**config.mk**
```make
export PLATFORM = sky130hd
export DESIGN_NAME = apb_gpio_regs
export DESIGN_NICKNAME = d
export VERILOG_FILES = /design/src/rtl/gpio_regs_pkg.sv /design/src/rtl/gpio_sync_edge.sv /design/src/rtl/apb_gpio_regs.sv
export SDC_FILE = /design/constraint.sdc
export NUM_CORES = 1
export LEC_CHECK = 0
export BUFFER_PORTS_ARGS = -buffer_cell sky130_fd_sc_hd__buf_2
export CORE_MARGIN = 1.5
export CORE_UTILIZATION = 30
export DETAILED_ROUTE_END_ITERATION = 8
export PLACE_DENSITY = 0.51
export SYNTH_ARGS = -nofsm -noshare
export SYNTH_HDL_FRONTEND = slang
export SYNTH_SLANG_ARGS = --single-unit
```
**constraint.sdc**
```tcl
create_clock -name clk -period 3.05 [get_ports clk]
set_input_delay 0.4575 -clock clk [delete_from_list [all_inputs] [get_ports clk]]
set_output_delay 0.4575 -clock clk [all_outputs]
set_load 0.01 [all_outputs]
```
**src/rtl/gpio_regs_pkg.sv**
```systemverilog
// Shared constants for the APB GPIO expander register block.
// Register indices are the low ADDR_W bits of paddr; anything above REG_IS is unmapped.
package gpio_regs_pkg;

    localparam int unsigned DATA_W = 8;

    localparam int unsigned REG_DOUT = 0;
    localparam int unsigned REG_DIR  = 1;
    localparam int unsigned REG_DIN  = 2;
    localparam int unsigned REG_IE   = 3;
    localparam int unsigned REG_EDGE = 4;
    localparam int unsigned REG_IS   = 5;

endpackage

```
**src/rtl/gpio_sync_edge.sv**
```systemverilog
// Input conditioning for the GPIO pins: two-flop synchroniser, edge history and
// per-pin edge selection.
//   clk, resetn : shared with the parent; asynchronous active-low reset
//   pin_in      : raw asynchronous pin levels
//   edge_sel    : per pin, 0 = rising edge event, 1 = falling edge event
//   din         : synchronised pin levels (second synchroniser stage)
//   evt         : one-cycle event pulse per pin for the selected edge
module gpio_sync_edge #(
    parameter int unsigned GPIO_W = 8
) (
    input  logic              clk,
    input  logic              resetn,
    input  logic [GPIO_W-1:0] pin_in,
    input  logic [GPIO_W-1:0] edge_sel,
    output logic [GPIO_W-1:0] din,
    output logic [GPIO_W-1:0] evt
);

    logic [GPIO_W-1:0] s1_q;
    logic [GPIO_W-1:0] s2_q;
    logic [GPIO_W-1:0] prev_q;

    always_ff @(posedge clk or negedge resetn) begin
        if (!resetn) begin
            s1_q   <= '0;
            s2_q   <= '0;
            prev_q <= '0;
        end else begin
            s1_q   <= pin_in;
            s2_q   <= s1_q;
            prev_q <= s2_q;
        end
    end

    assign din = s2_q;
    assign evt = (s2_q & ~prev_q & ~edge_sel) | (~s2_q & prev_q & edge_sel);

endmodule

```
**src/rtl/apb_gpio_regs.sv**
```systemverilog
// APB3 slave register block implementing a small GPIO expander: output data and
// direction registers, synchronised input sampling and per-pin edge interrupts
// with write-1-to-clear status.
//   clk, resetn          : clock, asynchronous active-low reset
//   paddr/psel/penable/pwrite/pwdata : APB request (zero wait states)
//   prdata/pready/pslverr: APB response; prdata is 0 outside read access phase
//   gpio_in              : asynchronous pin inputs
//   gpio_out/gpio_oe     : pin output values and output enables
//   irq                  : level interrupt, |(IS & IE)
module apb_gpio_regs
    import gpio_regs_pkg::*;
#(
    parameter int unsigned GPIO_W = 8,
    parameter int unsigned ADDR_W = 4
) (
    input  logic              clk,
    input  logic              resetn,
    input  logic [ADDR_W-1:0] paddr,
    input  logic              psel,
    input  logic              penable,
    input  logic              pwrite,
    input  logic [7:0]        pwdata,
    output logic [7:0]        prdata,
    output logic              pready,
    output logic              pslverr,
    input  logic [GPIO_W-1:0] gpio_in,
    output logic [GPIO_W-1:0] gpio_out,
    output logic [GPIO_W-1:0] gpio_oe,
    output logic              irq
);

    logic [GPIO_W-1:0] dout_q, dout_d;
    logic [GPIO_W-1:0] dir_q, dir_d;
    logic [GPIO_W-1:0] ie_q, ie_d;
    logic [GPIO_W-1:0] edge_q, edge_d;
    logic [GPIO_W-1:0] is_q, is_d;

    logic [GPIO_W-1:0] din;
    logic [GPIO_W-1:0] evt;
    logic [GPIO_W-1:0] wdata;
    logic [GPIO_W-1:0] rd_gpio;

    logic access;
    logic addr_mapped;
    logic addr_ro;
    logic wr_en;

    gpio_sync_edge #(
        .GPIO_W (GPIO_W)
    ) u_sync_edge (
        .clk      (clk),
        .resetn   (resetn),
        .pin_in   (gpio_in),
        .edge_sel (edge_q),
        .din      (din),
        .evt      (evt)
    );

    assign access      = psel & penable;
    assign addr_mapped = (paddr <= ADDR_W'(REG_IS));
    assign addr_ro     = (paddr == ADDR_W'(REG_DIN));
    // Erroring writes (unmapped or read-only target) must not touch state.
    assign wr_en       = access & pwrite & addr_mapped & ~addr_ro;
    assign wdata       = pwdata[GPIO_W-1:0];

    always_comb begin
        dout_d = dout_q;
        dir_d  = dir_q;
        ie_d   = ie_q;
        edge_d = edge_q;
        is_d   = is_q;
        if (wr_en) begin
            case (paddr)
                ADDR_W'(REG_DOUT): dout_d = wdata;
                ADDR_W'(REG_DIR):  dir_d  = wdata;
                ADDR_W'(REG_IE):   ie_d   = wdata;
                ADDR_W'(REG_EDGE): edge_d = wdata;
                ADDR_W'(REG_IS):   is_d   = is_q & ~wdata;
                default: ;
            endcase
        end
        // Applied after the W1C so a same-cycle event wins over the clear.
        is_d = is_d | (evt & ie_q);
    end

    always_ff @(posedge clk or negedge resetn) begin
        if (!resetn) begin
            dout_q <= '0;
            dir_q  <= '0;
            ie_q   <= '0;
            edge_q <= '0;
            is_q   <= '0;
        end else begin
            dout_q <= dout_d;
            dir_q  <= dir_d;
            ie_q   <= ie_d;
            edge_q <= edge_d;
            is_q   <= is_d;
        end
    end

    always_comb begin
        rd_gpio = '0;
        case (paddr)
            ADDR_W'(REG_DOUT): rd_gpio = dout_q;
            ADDR_W'(REG_DIR):  rd_gpio = dir_q;
            ADDR_W'(REG_DIN):  rd_gpio = din;
            ADDR_W'(REG_IE):   rd_gpio = ie_q;
            ADDR_W'(REG_EDGE): rd_gpio = edge_q;
            ADDR_W'(REG_IS):   rd_gpio = is_q;
            default: ;
        endcase
    end

    assign prdata   = (access & ~pwrite) ? DATA_W'(rd_gpio) : '0;
    assign pready   = 1'b1;
    assign pslverr  = access & (~addr_mapped | (pwrite & addr_ro));
    assign gpio_out = dout_q;
    assign gpio_oe  = dir_q;
    assign irq      = |(is_q & ie_q);

endmodule
```
-- Word-level counts from Yosys, hierarchy flattened
Cells that the tools add are included.
- $lt $le $gt $ge: 1
- equality and inequality tests: 5
- multiplexer cells: 4
- bitwise operators: 24
- reductions and logical operators: 6
- operators with widths (operator ; number):
    $and A8 B8 Y8 ; 7
    $pmux W8 S6 ; 1
    $not A8 Y8 ; 4
    $mux W8 ; 3
    $or A8 B8 Y8 ; 2
    $eq A4 B2 Y1 const B ; 2
    $eq A4 B3 Y1 const B ; 2
    $reduce_and A2 Y1 ; 4
    $reduce_or A8 Y1 ; 1
    $and A1 B1 Y1 ; 7
    $eq A4 B1 Y1 const B ; 1
    $le A4 B3 Y1 const B ; 1
    $logic_not A4 Y1 ; 1
    $not A1 Y1 ; 3
    $or A1 B1 Y1 ; 1
- register bits: 64
- input bits: 25
- output and inout bits: 27
- logic and storage cells: 48

-- Longest topological paths before layout
Gate-level depths: netlist of run 1.
- depth in word-level cells: 6
- mapped depth: 5
- mapped depth without buffers: 3

-- Modules after synthesis
A second synthesis of run 1 with hierarchy kept.
- cell total of the unflattened synthesis: 230
- area total of the unflattened synthesis: 2996.6 µm²
- modules (own cells, without submodules) (module ; instances ; cells an instance ; area an instance (µm²) ; seq. area each (µm²)):
    apb_gpio_regs ; 1 ; 182 ; 2219.6 ; 1001.0
    gpio_sync_edge ; 1 ; 48 ; 777.0 ; 600.6

-- Worst setup path before layout of run 1
Ideal clock, no wire load.
- path type: in2out
- from: input port paddr[0]
- to: output port prdata[3]
- arrival time: 1.621 ns
- required time: 2.592 ns
- path slack: 0.972 ns
- stages: 5
- path buffers: 2
- path through: buf_4 buf_2 or3b_2 a21o_1 a31oi_1
- word-level cells in the longest chain between the ends: 3
- elaborated cells on any way between the ends: 8
- classes of those cells: 5 x eq/ne; 2 x mux; 1 x reduce/logical
- ends and longest elaborated chain (element ; RTL line ; RTL):
    start: declaration ; apb_gpio_regs.sv:18 ; input logic [ADDR_W-1:0] paddr,
    $eq A4 B3 Y1, or another cell as far along ; apb_gpio_regs.sv:104 ; case (paddr)
    $pmux W8 S6 * ; apb_gpio_regs.sv:104 ;
    $mux W8 * ; apb_gpio_regs.sv:115 ; assign prdata = (access & ~pwrite) ? DATA_W'(rd_gpio) : '0;
    end: declaration ; apb_gpio_regs.sv:23 ; output logic [7:0] prdata,
Mark *: on every way between the ends. The rest lies on a longest branch, timed or not.

-- Worst setup path in the final report of run 1
- from: input port paddr[1]
- to: output port prdata[3]
Same word-level chain as after synthesis.

==> results.yml, run 1 <==
status:
  run_status: "finished, final reports clean"
floorplan:
  dieArea_um2: 10700
  ios: 52
  initial_utilization_pct: 30.9
  rows: 36
  fp.dieW_um: 103
  die_y_um: 103
  coreArea_um2: 9770
placed_design:
  dp.final_hpwl_um: 4850
  gp_congestion: 0.712
  place.port_buffers: 50
sta:
  fmax_mhz: 430
  worst_pin_slew_ps: 835
  skew_ps: 5.17
  period_share_pct: 76.2
  timing.slew.headroom_pct: 44.4
  finalHoldViolCount: 0
  setup_viol: 0
  tns_ps: 0
  maxSlewViolCount: 0
  rsz0062_at_grt: "false"
  fin_crit_ps: 2320
setup_path:
  cp.required_ps: 2590
  path_depth: 5
  path_class: "in -> out"
  r2r_cells: 3
  crit_end: "prdata[3]"
  cp-end-kind: "primary output"
  max_stage_delay_ps: 530
  cp_common_cell: "buf_2"
  critPathMaxFanout: 29
  crit_chain: "buf_2 > or3b_2 > a21o_1 > a31oi_1 > buf_2"
  r2r-end: "is_q[4]$_DFF_PN0_"
  startpoint_type: "primary input"
  rr_startpoint: "edge_q[4]$_DFFE_PN0P_"
  cpLargestDelayFamily: "simple AND/OR/NAND/NOR gates"
  worst-path-buf-inv: 2
  cp.arrival_ps: 1870
  crit_slowest_cell: "or3b_2"
  crit_start: "paddr[1]"
  r2r_slack_ps: 2040
clock_tree:
  clk_pin_slew_ps: 80
  clk-insertion-delay-late_ps: 340
  post_cts_resized: 0
  ctsHoldBuffers: 0
  cts_made_buffers: 9
  cts_sinks: 64
  postCtsSetupBuffers: 0
  htree_levels: 3
  clk_root_buffer_cell: "clkbuf_8"
  cts_tree: "built"
  clock_path_buffers: 2
logic_synthesis:
  syn_area_per_cell_um2: 12.5
  async_flop_share_pct: 100
  ys_warn_count: 0
  syn_nets: 267
  ys_ff_latch: 64
  yosysSeqAreaShare_pct: 53.0
  synth_enable_flop_cells: 0
  synth.distinct_cells: 38
  synth_cells: 242
  synth-main-ff-cell: "dfrtp_1"
  syn_area_um2: 3020
cells_and_area:
  drive_gt1_share_pct: 39.4
  area_delta_synth_final_pct: 18.1
  mostFrequentLayoutCells: "dfrtp_1, buf_2, mux2_2, and3b_1, o21ai_0"
  finalNetCount: 317
  n_fill_cell: 977
  final_common_cell: "dfrtp_1"
  diodes: 0
power:
  vdd_drop_max_uv: 164
  leakage_uw: 0.00171
  finalPower_uw: 1940
  powerDensity_nw_per_um2: 543
grt:
  grt_max_degree: 65
  globalRouteOverflowTotal: 0
  grt_antenna_before_repair: 0
  grt_pass1_wl_um: 11500
  first_global_vias: 2074
  grt_usage_pct: 14.7
job:
  cap_violations: 0
drt:
  drt_iter0_drc: 102
  post_drt_wl_per_cell_um: 17.1
  drtPass1Iterations: 4
  finalWirelength_um: 7370
  routed_via_density: 5.01
  vias: 2154
  drt.antenna.violating_nets: 0
  post-route-drc-count: 0
worst_hold_path:
  hold_class: "in -> reg"
per-layer routing:
layer / share of wire (%) / vias up / GRT usage, %
li1: - / 993 / -
met1: 49 / 1095 / 20.4
met2: 46 / 58 / 22.3
met3: 4.3 / 8 / 4.23
met4: 1.1 / 0 / 4.68
met5: 0 / - / 0
layout make-up:
| cell class | instances | area, um^2 | area share [%] |
|---|---|---|---|
| sequential | 64 | 1600 | 44.9 |
| timing repair buffer | 53 | 273 | 7.64 |
| inverter | 8 | 30.0 | 0.842 |
| clock inverter | 5 | 31.3 | 0.877 |
| clock buffer | 11 | 151 | 4.24 |
| tap | 133 | 166 | 4.66 |
| multi-input combinational | 156 | 1320 | 36.9 |
stage by stage:
| stage | hold WS [ps] | instance area, um^2 | utilization (%) | setup WS [ps] | instances |
|---|---|---|---|---|---|
| after floorplan | 162 | 3020 | - | 972 | 242 |
| after global placement | 333 | 3390 | 34.6 | 784 | 414 |
| after detailed placement | 336 | 3390 | 34.6 | 762 | 414 |
| after CTS | 200 | 3570 | 36.5 | 741 | 430 |
| after global routing | 191 | 3570 | 36.5 | 628 | 430 |
| final | 215 | 3570 | 36.5 | 725 | 430 |
worst register-to-register path, stage by stage (launching register included):
cell	delay (ps)
dfrtp_1	420
and3b_1	190
o21ai_0	220
nand2_1	70
flip-flops by register name (all words and copies together), names as in the netlist:
signal              cells
gpio_oe                 8
gpio_out                8
edge_q                  8
is_q                    8
ie_q                    8
u_sync_edge.prev_q      8
u_sync_edge.s1_q        8
u_sync_edge.din         8
worst min path at each step:
stage                                  startpoint                            end  slack [ps]  cells after the start
floorplan                                  resetn          edge_q[0]$_DFFE_PN0P_         160                      0
global placement    u_sync_edge.s1_q[1]$_DFF_PN0_   u_sync_edge.din[1]$_DFF_PN0_         330                      0
detailed placement  u_sync_edge.s1_q[5]$_DFF_PN0_   u_sync_edge.din[5]$_DFF_PN0_         340                      0
CTS                                    gpio_in[1]  u_sync_edge.s1_q[1]$_DFF_PN0_         200                      1
global route                           gpio_in[1]  u_sync_edge.s1_q[1]$_DFF_PN0_         190                      1
finish                                 gpio_in[1]  u_sync_edge.s1_q[1]$_DFF_PN0_         220                      1
cells in the mapped netlist (5+ instances only):
cell type / instances / share of area (%)
dfrtp_1: 64 / 53
nor3b_1: 9 / 2.2
clkbuf_1: 6 / 0.75
a31oi_1: 5 / 1.0
nand2_1: 11 / 1.4
o21ai_0: 14 / 2.3
inv_1: 8 / 0.99
buf_2: 5 / 0.83
mux2_2: 40 / 15
and3b_1: 19 / 5.5
o41ai_1: 8 / 2.3
power breakdown:
part	switching (uW)	total, uW	internal (uW)	leakage (uW)
combinational	135	272	136	0.000832
sequential	66.8	998	931	0.000783
clock	331	668	336	0.0000951
total	534	1940	1400	0.00171
logic make-up after synthesis:
logic type      Yosys count  synth area share [%]
other cells               1                 0.124
compound gates           42                  9.24
buf+inv                  22                  3.44
flops                    64                  53.0
simple gates             68                  16.8
mux                      45                  17.4
Power figures use the tool's default switching activity.
==> run 2, diff against run 1 <==
--- a/config.mk
+++ b/config.mk
@@ -9,7 +9,7 @@
 export CORE_MARGIN = 1.5
 export CORE_UTILIZATION = 30
 export DETAILED_ROUTE_END_ITERATION = 8
-export PLACE_DENSITY = 0.51
+export PLACE_DENSITY = 0.53
 export SYNTH_ARGS = -nofsm -noshare
 export SYNTH_HDL_FRONTEND = slang
 export SYNTH_SLANG_ARGS = --single-unit
==> constraint.sdc (replaced) <==
create_clock -name clk -period 2.1 [get_ports clk]
set_input_delay 0.315 -clock clk [delete_from_list [all_inputs] [get_ports clk]]
set_output_delay 0.315 -clock clk [all_outputs]
set_load 0.01 [all_outputs]
==> results.yml, run 2 (synthesized netlist as in run 1, its figures left out) <==
status:
  run_status: "finished, final reports clean"
floorplan:
  initial_utilization_pct: 30.9
  dieArea_um2: 10700
  ios: 52
  rows: 36
  fp.dieW_um: 103
  coreArea_um2: 9770
  die_y_um: 103
drt:
  finalWirelength_um: 7510
  drt.antenna.violating_nets: 0
  post-route-drc-count: 0
  vias: 2183
  post_drt_wl_per_cell_um: 16.9
  drtPass1Iterations: 4
  drt_iter0_drc: 146
  routed_via_density: 4.93
sta:
  tns_ps: 0
  period_share_pct: 96.7
  rsz0062_at_grt: "false"
  setup_viol: 0
  finalHoldViolCount: 0
  fin_ws_ps: 69.4
  maxSlewViolCount: 0
  skew_ps: 4.69
  timing.hold.ws_ps: 73.6
  fmax_mhz: 492
  fin_crit_ps: 2030
power:
  swShare_pct: 25.6
  p_seq_share_pct: 47.9
  comb_power_share_pct: 13.6
  p_sw_uw: 777
  p_int_uw: 2260
  clock_power_share_pct: 38.5
  powerDensity_nw_per_um2: 815
  vdd_drop_max_uv: 340
  leakage_uw: 0.00179
clock_tree:
  clock_path_buffers: 2
  postCtsSetupBuffers: 0
  cts_made_buffers: 9
  clk_root_buffer_cell: "clkbuf_8"
  clk-insertion-delay-late_ps: 340
  cts_sinks: 64
  htree_levels: 3
  cts_tree: "built"
  clk_pin_slew_ps: 70
grt:
  globalRouteOverflowTotal: 0
  grt.met1_usage_pct: 20.8
  grt_antenna_before_repair: 0
  grt_pass1_wl_um: 12000
  use_met3_pct: 4.03
  grt_max_degree: 65
  grt_usage_pct: 15.2
  first_global_vias: 2223
  gr-usage-met2_pct: 22.8
  busiest_layer: "met2"
cells_and_area:
  finalNetCount: 330
  diodes: 0
  mostFrequentLayoutCells: "dfrtp_1, buf_2, mux2_2, and3b_1"
  area_delta_synth_final_pct: 23.3
  design_area_um2: 3720
  drive_gt1_share_pct: 41.9
  final_common_cell: "dfrtp_1"
placed_design:
  gp_congestion: 0.786
  place.port_buffers: 50
  pre_cts_slack_ps: 149
  dp.final_hpwl_um: 5110
  dpl_cell_area_um2: 3490
setup_path:
  cp-end-kind: "primary output"
  critPathMaxFanout: 3
  cp.required_ps: 1780
  startpoint_type: "flip-flop"
  cp.arrival_ps: 1720
  path_class: "reg -> out"
job:
  cap_violations: 0
worst_hold_path:
  hold_class: "in -> reg"
[run 2: cell count changes in the layout (fill, tap and decap cells not counted)]
cell | previous run | this run
dlygate4sd3_1 | 0 | 1
clkinv_4 | 1 | 0
bufinv_16 | 0 | 2
clkbuf_8 | 11 | 10
buf_12 | 0 | 1
a31oi_2 | 0 | 1
a31oi_1 | 5 | 4
buf_4 | 3 | 14
[run 2: repair_timing]
| item | 4_1_cts | 5_1_grt |
|---|---|---|
| endpoints found under the hold margin | 60 | 0 |
| setup endpoints to repair | 0 | 1 |
| hold buffers | 1 | 0 |
| gates resized for setup | 0 | 1 |
[run 2: cell type report]
class                      instances  area [um^2]
clock inverter                     6         82.6
tap                              133          166
timing repair buffer              66          385
multi-input combinational        156         1320
inverter                           8         30.0
sequential                        64         1600
fill                             981         6050
clock buffer                      10          138
[run 2: power groups by stage]
stage | clock (uW) | sequential (uW) | combinational [uW]
global route | 1280 | 1470 | 458
floorplan | 0 | 1460 | 236
finish | 1170 | 1450 | 412
global placement | 0 | 1470 | 408
detailed placement | 0 | 1470 | 415
CTS | 1210 | 1450 | 419
[run 2: worst max-delay path, stage by stage, from the launching register on]
cell and delay [ps]:
dfrtp_1 400, or3b_2 450, a21o_1 190, a31oi_2 170, buf_2 170
[run 2: through the flow]
| step | cells | utilization [%] | power, uW |
|---|---|---|---|
| floorplan | 242 | - | 1700 |
| global placement | 426 | 35.7 | 1880 |
| detailed placement | 426 | 35.7 | 1890 |
| CTS | 443 | 38.0 | 3080 |
| global route | 443 | 38.1 | 3200 |
| finish | 443 | 38.1 | 3030 |
[run 2: routing by layer]
metal	vias to the layer above	part of all wire, %
met5	-	0
met4	0	1.9
met3	10	5.4
met2	75	46
met1	1076	47
li1	1022	-
[run 2: path summary, 6_finish.rpt]
path / startpoint / end / slack [ps] / cells past startpoint
max reg2reg: edge_q[2]$_DFFE_PN0P_ / is_q[2]$_DFF_PN0_ / 1120 / 3
max: gpio_out[3]$_DFFE_PN0P_ / prdata[3] / 70 / 4
max in group asynchronous: resetn / gpio_oe[6]$_DFFE_PN0P_ / 1320 / 3
min: gpio_in[5] / u_sync_edge.s1_q[5]$_DFF_PN0_ / 70 / 1
min in group asynchronous: resetn / u_sync_edge.s1_q[1]$_DFF_PN0_ / 510 / 3
min reg2reg: u_sync_edge.s1_q[6]$_DFF_PN0_ / u_sync_edge.din[6]$_DFF_PN0_ / 350 / 0
